--- src/rtl/cache_arbiter.sv ---
// cache_arbiter: two-to-one L1 I/D line-request arbiter onto the shared L2; define ARB_RR_EN for round-robin grant instead of fixed D priority
module cache_arbiter #(
  parameter int ADDR_W = 16,
  parameter int LINE_W = 128
) (
  input  logic              clk,
  input  logic              reset,
  input  logic              i_mem_read,
  input  logic              i_mem_write,
  input  logic [ADDR_W-1:0] i_mem_address,
  input  logic [LINE_W-1:0] i_mem_wdata,
  output logic              i_mem_resp,
  output logic [LINE_W-1:0] i_mem_rdata,
  input  logic              d_mem_read,
  input  logic              d_mem_write,
  input  logic [ADDR_W-1:0] d_mem_address,
  input  logic [LINE_W-1:0] d_mem_wdata,
  output logic              d_mem_resp,
  output logic [LINE_W-1:0] d_mem_rdata,
  input  logic              l2_mem_resp,
  input  logic [LINE_W-1:0] l2_mem_rdata,
  output logic              l2_mem_read,
  output logic              l2_mem_write,
  output logic [ADDR_W-1:0] l2_mem_address,
  output logic [LINE_W-1:0] l2_mem_wdata
);
  typedef enum logic [1:0] {IDLE, SERVE_I, SERVE_D} state_t;
`ifdef ARB_RR_EN
  localparam logic rr_en = 1'b1;
`else
  localparam logic rr_en = 1'b0;
`endif
  state_t state;
  logic last_d;
  logic i_req, d_req, pick_d, w_rd, w_wr;
  logic [ADDR_W-1:0] w_addr;
  logic [LINE_W-1:0] w_wdata;
  always_comb begin
    i_req = i_mem_read | i_mem_write;
    d_req = d_mem_read | d_mem_write;
    pick_d = d_req & (~i_req | ~rr_en | ~last_d);
    w_rd = pick_d ? d_mem_read & ~d_mem_write : i_mem_read & ~i_mem_write;
    w_wr = pick_d ? d_mem_write : i_mem_write;
    w_addr = pick_d ? d_mem_address : i_mem_address;
    w_wdata = pick_d ? d_mem_wdata : i_mem_wdata;
  end
  always_ff @(posedge clk) begin
    if (reset) begin
      state <= IDLE;
      last_d <= 1'b0;
      l2_mem_read <= 1'b0;
      l2_mem_write <= 1'b0;
      l2_mem_address <= '0;
      l2_mem_wdata <= '0;
    end else if (state == IDLE) begin
      if (i_req | d_req) begin
        state <= pick_d ? SERVE_D : SERVE_I;
        l2_mem_read <= w_rd;
        l2_mem_write <= w_wr;
        l2_mem_address <= w_addr;
        l2_mem_wdata <= w_wdata;
      end
    end else if (l2_mem_resp) begin
      state <= IDLE;
      last_d <= state == SERVE_D;
      l2_mem_read <= 1'b0;
      l2_mem_write <= 1'b0;
    end
  end
  assign i_mem_resp = (state == SERVE_I) & l2_mem_resp;
  assign d_mem_resp = (state == SERVE_D) & l2_mem_resp;
  assign i_mem_rdata = l2_mem_rdata;
  assign d_mem_rdata = l2_mem_rdata;
endmodule

--- config.mk ---
export PLATFORM = sky130hd
export DESIGN_NAME = cache_arbiter
export DESIGN_NICKNAME = d
export VERILOG_FILES = /design/src/rtl/cache_arbiter.sv
export SDC_FILE = /design/constraint.sdc
export NUM_CORES = 1
export LEC_CHECK = 0
export ABC_AREA = 1
export CAP_MARGIN = 20
export CORE_AREA = 2 2 321 323
export CTS_CLUSTER_SIZE = 16
export DETAILED_ROUTE_END_ITERATION = 8
export DIE_AREA = 0 0 323 325
export HOLD_SLACK_MARGIN = 0.02
export SETUP_SLACK_MARGIN = 0.5
export SLEW_MARGIN = 40
export SYNTH_ARGS = -nofsm -noshare
export SYNTH_HDL_FRONTEND = slang
export SYNTH_SLANG_ARGS = --single-unit
--- constraint.sdc ---
create_clock -name clk -period 1.5 [get_ports clk]
set_input_delay 0.3 -clock clk [delete_from_list [all_inputs] [get_ports clk]]
set_output_delay 0.3 -clock clk [all_outputs]
set_load 0.005 [all_outputs]
## Yosys cells after proc, flatten, opt, wreduce, memory -nomap -nowiden

Index checks and enable logic that the tools add are counted.

| cells by class | value |
|---|---|
| equal/unequal tests | 3 |
| muxes and demuxes | 13 |
| bitwise logic cells | 9 |
| reductions and logical operators | 4 |

Operator list:

| cell | number |
|---|---|
| $mux 128 | 1 |
| $mux 16 | 1 |
| $mux 2 | 4 |
| $mux 1 | 7 |
| $and 1x1->1 | 4 |
| $reduce_and 2->1 | 2 |
| $or 1x1->1 | 3 |
| $eq 2x1->1 const B | 1 |
| $eq 2x2->1 const B | 1 |
| $logic_not 2->1 | 1 |
| $ne 2x1->1 const B | 1 |
| $not 1->1 | 2 |
| $reduce_bool 2->1 | 1 |

| word-level totals | value |
|---|---|
| bits in registers | 148 |
| input port bits | 423 |
| output and inout bits | 404 |
| logic and storage cells | 34 |

## Depth between registers and ports, before layout

Gate-level depths: netlist of the first run.

| logic depth | value |
|---|---|
| depth after elaboration | 5 |
| depth in mapped cells | 8 |
| depth with buffers taken out | 5 |

## Worst setup path before layout of the first run

No wires, ideal clock.

| timing path | value |
|---|---|
| path type | input to register |
| from | input port i_mem_write |
| to | register l2_mem_wdata[100] |
| setup time | 0.064 ns |
| arrival time | 1.108 ns |
| data required time | 1.436 ns |
| path slack | 0.328 ns |
| stages on the path | 7 |
| path buffers | 2 |
| cells stage by stage | nor2_1 nand2_2 nand2_1 buf_4 buf_2 o21ai_1 nor2_1 |

| on the way | value |
|---|---|
| cells in the longest elaborated chain, start to end | 3 |

RTL lines:

| what | line | RTL |
|---|---|---|
| start, declared | 9 | `input logic i_mem_write,` |
| $or 1x1->1 | 39 | `i_req = i_mem_read \| i_mem_write;` |
| $or 1x1->1 | 56 | `if (i_req \| d_req) begin` |
| $reduce_and 2->1 (no source line) | n/a |  |
| end signal, assigned | 61 | `l2_mem_wdata <= w_wdata;` |
| end, declared | 25 | `output logic [LINE_W-1:0] l2_mem_wdata` |

No other way between the ends.
A chain may end at the register's enable or synchronous reset.

## Final worst setup path of the first run

| timing path | value |
|---|---|
| from | register state[1] |
| to | register l2_mem_wdata[62] |

| on the way | value |
|---|---|
| cells in the longest elaborated chain, start to end | 2 |

RTL lines:

| what | line | RTL |
|---|---|---|
| start, declared | 33 | `state_t state;` |
| start signal, assigned | 57 | `state <= pick_d ? SERVE_D : SERVE_I;` |
| $logic_not 2->1 | 55 | `end else if (state == IDLE) begin` |
| $reduce_and 2->1 (no source line) | n/a |  |

No other way between the ends.

==> results.md, run 1 <==
- Outcome: finished, final reports clean
- CP Capture Type: flop
- Max Slew Vio Count: 0
- Worst min path class: in -> reg
- Syn Nets: 1830
- Nets: 2044
- Buffers added on ports: 442
- Pleak: 0.00634 uW
- Cts hold-fix bufs: 0
- Fin Setup TNS: 0 ns
- Slew HR: 66.4%
- Routed wire length: 59.8 mm
- TritonCTS clock tree: built
- Xor and xnor area share after synthesis: 0%
- First-pass GRT wire length: 72.5 mm
- Core Area: 101000 um2
- Clock Sinks: 148
- Final critical-path required period: 1.48 ns
- GPL Wtd Cong: 0.751
- MaxCap Viol Count: 0
- Syn Area/Cell: 6.61 um2
- Longest Clk Path Bufs: 2
- Fmax: 0.674 GHz
- CP Cell Sequence: buf_6 > nor2_4 > buf_12 > buf_16 > buf_12 > buf_16 > a21oi_1 > nor2_1
- Cell Rows: 117
- Antenna Nets Post-Route: 0
- Largest net degree at the start of global routing: 123
- Worst vdd ir: 759 uV
- Clock Skew: 0.0147 ns
- Finished Cell Area: 16200 um2
- DR WL/cell: 19.9 um
- Post-synthesis mux area share: 0%
- Adder-cell area share of the yosys netlist: 0%
- Post-synth EDFFs: 0
- Skew-Pair Late Insertion Delay: 0.47 ns
- RR Endpoint: l2_mem_wdata[62]
- Worst r2r path cells: 8
- P&R area growth vs syn: 74.4%
- Arr. time, crit path: 1.84 ns
- YS warnings: 0
- Fin crit share: 98.9%
- DR DRC count: 0
- Post-Syn Instances: 1407
- Main combinational cell family by area after synthesis: buffers and inverters
- Critical path launch point type: flop
- Vias per std cell: 3.36
- Worst path max stage delay: 0.37 ns
- Num CTS Buffers: 17
- Worst setup path category: reg -> reg
- Fin worst setup slack: 0.0170 ns
- Sequential element share of the synthesized area: 31.8%
- Simple logic cell fraction of the synthesized area: 18.4%
- Final hold vios: 0
- Hold path depth: 5
- Flop and latch count out of synthesis: 148
- Initial DRC Count: 574
- Die Height: 325 um
- I/O Pins: 827
- Die area: 105000 um2
- Place WS: -0.391 ns
- Asr flop ratio synth: 0%
- Die W: 323 um
- Worst-Margin Slew: 0.505 ns
- Global Route Usage Sum: 9.99%
- Post-Syn Area: 9310 um2
- Post-synth cell types: 19
- Initial antenna violation count: 4
- Crit path max fanout: 8
- Starting Density: 9.19%
- Number of global-route vias before repair: 9369
- Final HPWL DP: 44.4 mm
- H-tree depth: 4
- Compound-Gate Fraction of Synth Area: 23.6%
- P per Cell Area: 907 nW/um2
- Crit. Startpoint: state[1]
- RSZ-0062 raised after global routing: yes
- Flop2flop setup slack: 0.02 ns
- Slowest CP cell: dfxtp_4
- Hold path start: d_mem_write
- Vias: 10100
- Post-DP Area: 13900 um2
- GRT overflow: 0
- Proportion of layout cells with a drive suffix above 1: 35.1%
- CP required: 1.86 ns
- Hold endpoint: l2_mem_read
- Worst-path clk slew: 0.07 ns
- Pre-antenna DRT Iters: 5
- Final setup viols: 0
- Synth Flop Type: dfxtp_1
- Critical R2R Launch: state[1]
- CTS Root Cell: clkbuf_16
- Layout fillers: 11600
[cells in the final DEF (no fill, tap or decap), types with 2 or more instances in the layout]
cell,instances
a21oi_1,104
dfxtp_2,141
a21oi_2,40
nand3_1,3
nand2_1,294
buf_2,24
buf_12,35
nor2_2,2
inv_1,3
nand2_8,4
dfxtp_4,7
o21ai_1,80
nor2_4,3
bufinv_16,2
clkinv_4,2
clkdlybuf4s50_1,292
buf_4,56
clkinv_2,3
o21ai_0,138
clkinvlp_4,3
buf_8,5
diode_2,3
nor2_1,144
a21oi_4,4
o21ai_2,63
buf_6,124
clkbuf_16,30
o21ai_4,9
buf_16,9
inv_6,3
[synthesized netlist by cell type, types with 2 or more instances]
master,count,area [um2]
nand2_1,295,1110
buf_4,266,2000
o21ai_0,155,776
a21oi_1,148,741
dfxtp_1,148,2960
nor2_1,147,552
o21ai_1,135,676
clkbuf_1,58,218
buf_2,40,200
inv_1,3,11.3
nand3_1,3,15.0
nor2_2,2,12.5
[area by class of cell]
cell class / instances / area (um2) / share of cell area, %
timing repair buffer: 558 / 6210 / 38.2
multi-input combinational: 892 / 4540 / 28.0
sequential: 148 / 3170 / 19.5
tap: 1368 / 1710 / 10.5
clock buffer: 18 / 429 / 2.64
clock inverter: 14 / 153 / 0.940
inverter: 4 / 17.5 / 0.108
antenna: 3 / 7.51 / 0.0462
[critical path, delay by kind of cell (launching register included)]
kind                   cells  cell delay (ns)
and+or+nand+nor            2             0.09
buffers and inverters      5             0.73
AOI/OAI and AO/OA          1             0.15
DFF                        1             0.37
[state kept, by name (all words and copies together) (netlist names)]
| signal | flops |
|---|---|
| l2_mem_write | 1 |
| state | 2 |
| l2_mem_read | 1 |
| l2_mem_address | 16 |
| l2_mem_wdata | 128 |
[layer usage]
metal	wire, um	GRT usage [%]
met1	25000	11.3
met2	26000	15.6
met3	7330	5.62
met4	1460	3.64
met5	0	0.139
[worst max-delay path by stage]
stage / endpoint / slack [ns] / depth (start not counted)
6_report: l2_mem_wdata[62] / 0.02 / 8
5_1_grt: l2_mem_wdata[64] / -0.05 / 8
4_1_cts: i_mem_resp / -0.004 / 3
3_5_place_dp: l2_mem_wdata[58] / -0.39 / 6
3_3_place_gp: l2_mem_wdata[37] / -0.36 / 6
2_1_floorplan: l2_mem_wdata[100] / 0.41 / 8
[stage by stage]
step                total power [uW]  hold slack (ns)  util (%)  std cells
floorplan                       6840            0.362         -       1407
global placement                9110            0.460      13.8       2912
detailed placement              9130            0.466      13.8       2912
CTS                            14400            0.259      15.0       2965
global route                   15600            0.291      16.0       3004
finish                         14700            0.305      16.0       3005
[kinds of logic after synthesis]
| group | count (synthesis) |
|---|---|
| buffers and inverters | 370 |
| AND/OR/NAND/NOR | 451 |
| AO/OA/AOI/OAI | 438 |
| flip-flops | 148 |
[where the power goes]
| group | leakage [uW] | internal, uW | switching [uW] |
|---|---|---|---|
| Combinational | 0.00479 | 2890 | 2440 |
| Sequential | 0.00128 | 4510 | 358 |
| Clock | 0.000279 | 2470 | 2070 |
| Total | 0.00634 | 9870 | 4860 |
[repair_timing]
item                       CTS  global route
resized for setup          881           115
setup endpoints to repair  296           296
buffers inserted            15            20
gates cloned                 6            17
pin swaps                   37           119
No activity file was read; power rests on OpenSTA's default activity.
==> inputs of run 2 (changes only) <==
--- a/config.mk
+++ b/config.mk
@@ -7,11 +7,13 @@
 export LEC_CHECK = 0
 export ABC_AREA = 1
 export CAP_MARGIN = 20
-export CORE_AREA = 2 2 321 323
+export CELL_PAD_IN_SITES_DETAIL_PLACEMENT = 0
+export CELL_PAD_IN_SITES_GLOBAL_PLACEMENT = 1
+export CORE_AREA = 2 2 320 322
 export CTS_CLUSTER_SIZE = 16
 export DETAILED_ROUTE_END_ITERATION = 8
-export DIE_AREA = 0 0 323 325
-export HOLD_SLACK_MARGIN = 0.02
+export DIE_AREA = 0 0 322 324
+export PLACE_DENSITY_LB_ADDON = 0.1
 export SETUP_SLACK_MARGIN = 0.5
 export SLEW_MARGIN = 40
 export SYNTH_ARGS = -nofsm -noshare
==> results.md, run 2 (synthesized netlist as in run 1, its figures left out) <==
- Final setup viols: 9
- Top layer in use: met5
- Multi-input logic area: 4670 um2
- Cell Rows: 117
- I/O Pins: 827
- P per Cell Area: 896 nW/um2
- Largest net degree at the start of global routing: 69
- Crit path max fanout: 8
- Commonest non-fill, non-tap cell in the layout: nand2_1
- Fmax: 0.658 GHz
- Worst min path class: in -> reg
- Flop2flop setup slack: -0.02 ns
- Longest Clk Path Bufs: 2
- Die Height: 324 um
- Antenna Nets Post-Route: 0
- Fin Setup TNS: -0.0689 ns
- Outcome: complete, but fails checks
- Core Area: 101000 um2
- Pleak: 0.00645 uW
- Final HPWL DP: 38.4 mm
- WL met1: 24.1 mm
- Most frequent cells in the layout: nand2_1, clkdlybuf4s50_1, buf_6
- Proportion of layout cells with a drive suffix above 1: 37.1%
- Worst-Margin Slew: 0.644 ns
- Clock power share: 30.0%
- DR WL met2: 24.9 mm
- Worst vdd ir: 552 uV
- Combinational Power Share: 37.0%
- Vias per std cell: 3.33
- Global Route Usage Sum: 9.60%
- Max FFs per register: 128
- Buffers added on ports: 442
- Final critical-path required period: 1.52 ns
- Largest Register: l2_mem_wdata
- CP required: 1.87 ns
- Final hold vios: 0
- First-pass GRT wire length: 71.7 mm
- TritonCTS clock tree: built
- Critical path launch point type: flop
- Die area: 104000 um2
- H-tree depth: 4
- Number of global-route vias before repair: 10000
- Cts hold-fix bufs: 0
- CTS Root Cell: clkbuf_16
- Worst setup path category: reg -> reg
- Register area: 3160 um2
- MaxCap Viol Count: 0
- Pre-antenna DRT Iters: 4
- Initial DRC Count: 274
- Switching Share: 33.5%
- Final Core Density: 16.2%
- Num CTS Buffers: 17
- Slew HR: 56.6%
- GRT overflow: 0
- RSZ-0062 raised after global routing: yes
- Clock Sinks: 148
- Sequential power share: 33.0%
- DR DRC count: 0
- Clock Skew: 0.0208 ns
- P&R area growth vs syn: 76.3%
- Skew-Pair Late Insertion Delay: 0.48 ns
- Fin crit share: 101%
- Nets: 2052
- Layout fillers: 11500
- GPL Wtd Cong: 0.699
- Biggest regs: l2_mem_wdata (128), l2_mem_address (16), state (2)
- Sw power: 4920 uW
- Fin worst setup slack: -0.0193 ns
- Failing checks: negative setup slack
- Vias: 9836
- Initial antenna violation count: 4
- Arr. time, crit path: 1.89 ns
- Max Slew Vio Count: 0
- CP Capture Type: flop
- Routed wire length: 55.6 mm
- DR WL/cell: 18.9 um
- Starting Density: 9.21%
- Die W: 322 um
- Int Power: 9780 uW
- Met3 wire length: 5.32 mm
- Worst-path clk slew: 0.08 ns
## run 2: area by class of cell
| type | instances | area share, % |
|---|---|---|
| repair buffers | 565 | 38.8 |
| multi-input cells | 893 | 28.5 |
| flip-flops and latches | 148 | 19.2 |
| well taps | 1309 | 9.98 |
| clock buffers | 19 | 2.64 |
| clock inverters | 12 | 0.740 |
| inverters | 4 | 0.107 |
| diodes | 1 | 0.0153 |
## run 2: final timing paths
kind	start	to	cells past startpoint
hold reg to reg	l2_mem_wdata[67]	l2_mem_wdata[67]	2
setup / recovery	state[0]	l2_mem_wdata[71]	7
hold / removal	d_mem_read	state[1]	5
setup reg to reg	state[0]	l2_mem_wdata[71]	7
## run 2: through the flow
step	cell area, um2	total power, uW	std cells	setup slack (ns)	hold slack [ns]
floorplan	9520	6840	1407	0.407	0.362
global placement	13800	9050	2864	-0.458	0.462
detailed placement	13800	9020	2864	-0.495	0.468
CTS	15100	14300	2920	-0.0596	0.421
global route	16400	15700	2950	-0.0954	0.452
finish	16400	14700	2951	-0.0193	0.463
## run 2: timing repair
| item | CTS | global route |
|---|---|---|
| gates resized for setup | 922 | 184 |
| cloned | 7 | 23 |
| setup endpoints to repair | 296 | 296 |
| setup buffers | 18 | 7 |
| pin swaps | 10 | 170 |
## run 2: power groups by stage
stage / combinational, uW / clock [uW] / sequential [uW]
after floorplan: 2070 / 0 / 4770
after global placement: 4300 / 0 / 4750
after detailed placement: 4270 / 0 / 4760
after CTS: 4700 / 4740 / 4850
after global routing: 5960 / 4840 / 4920
final: 5440 / 4410 / 4850
## run 2: routing by layer
metal	GRT usage (%)	up-vias
met3	4.57	85
met5	0	-
li1	-	4793
met2	14.8	429
met4	3.50	6
met1	11.5	4523
## run 2: worst max-delay path, stage by stage (launching register included)
cell and delay [ns]:
dfxtp_4 0.36, buf_6 0.12, nor2_4 0.17, buf_12 0.21, nand2_8 0.14, clkbuf_16 0.22
o21ai_1 0.14, nor2_1 0.05
==> inputs of run 3 (changes only) <==
--- a/config.mk
+++ b/config.mk
@@ -13,6 +13,7 @@
 export CTS_CLUSTER_SIZE = 16
 export DETAILED_ROUTE_END_ITERATION = 8
 export DIE_AREA = 0 0 322 324
+export HOLD_SLACK_MARGIN = 0.06
 export PLACE_DENSITY_LB_ADDON = 0.1
 export SETUP_SLACK_MARGIN = 0.5
 export SLEW_MARGIN = 40
==> results of run 3 <==
Same layout as run 2: the final DEF is identical, and so are final timing and power.
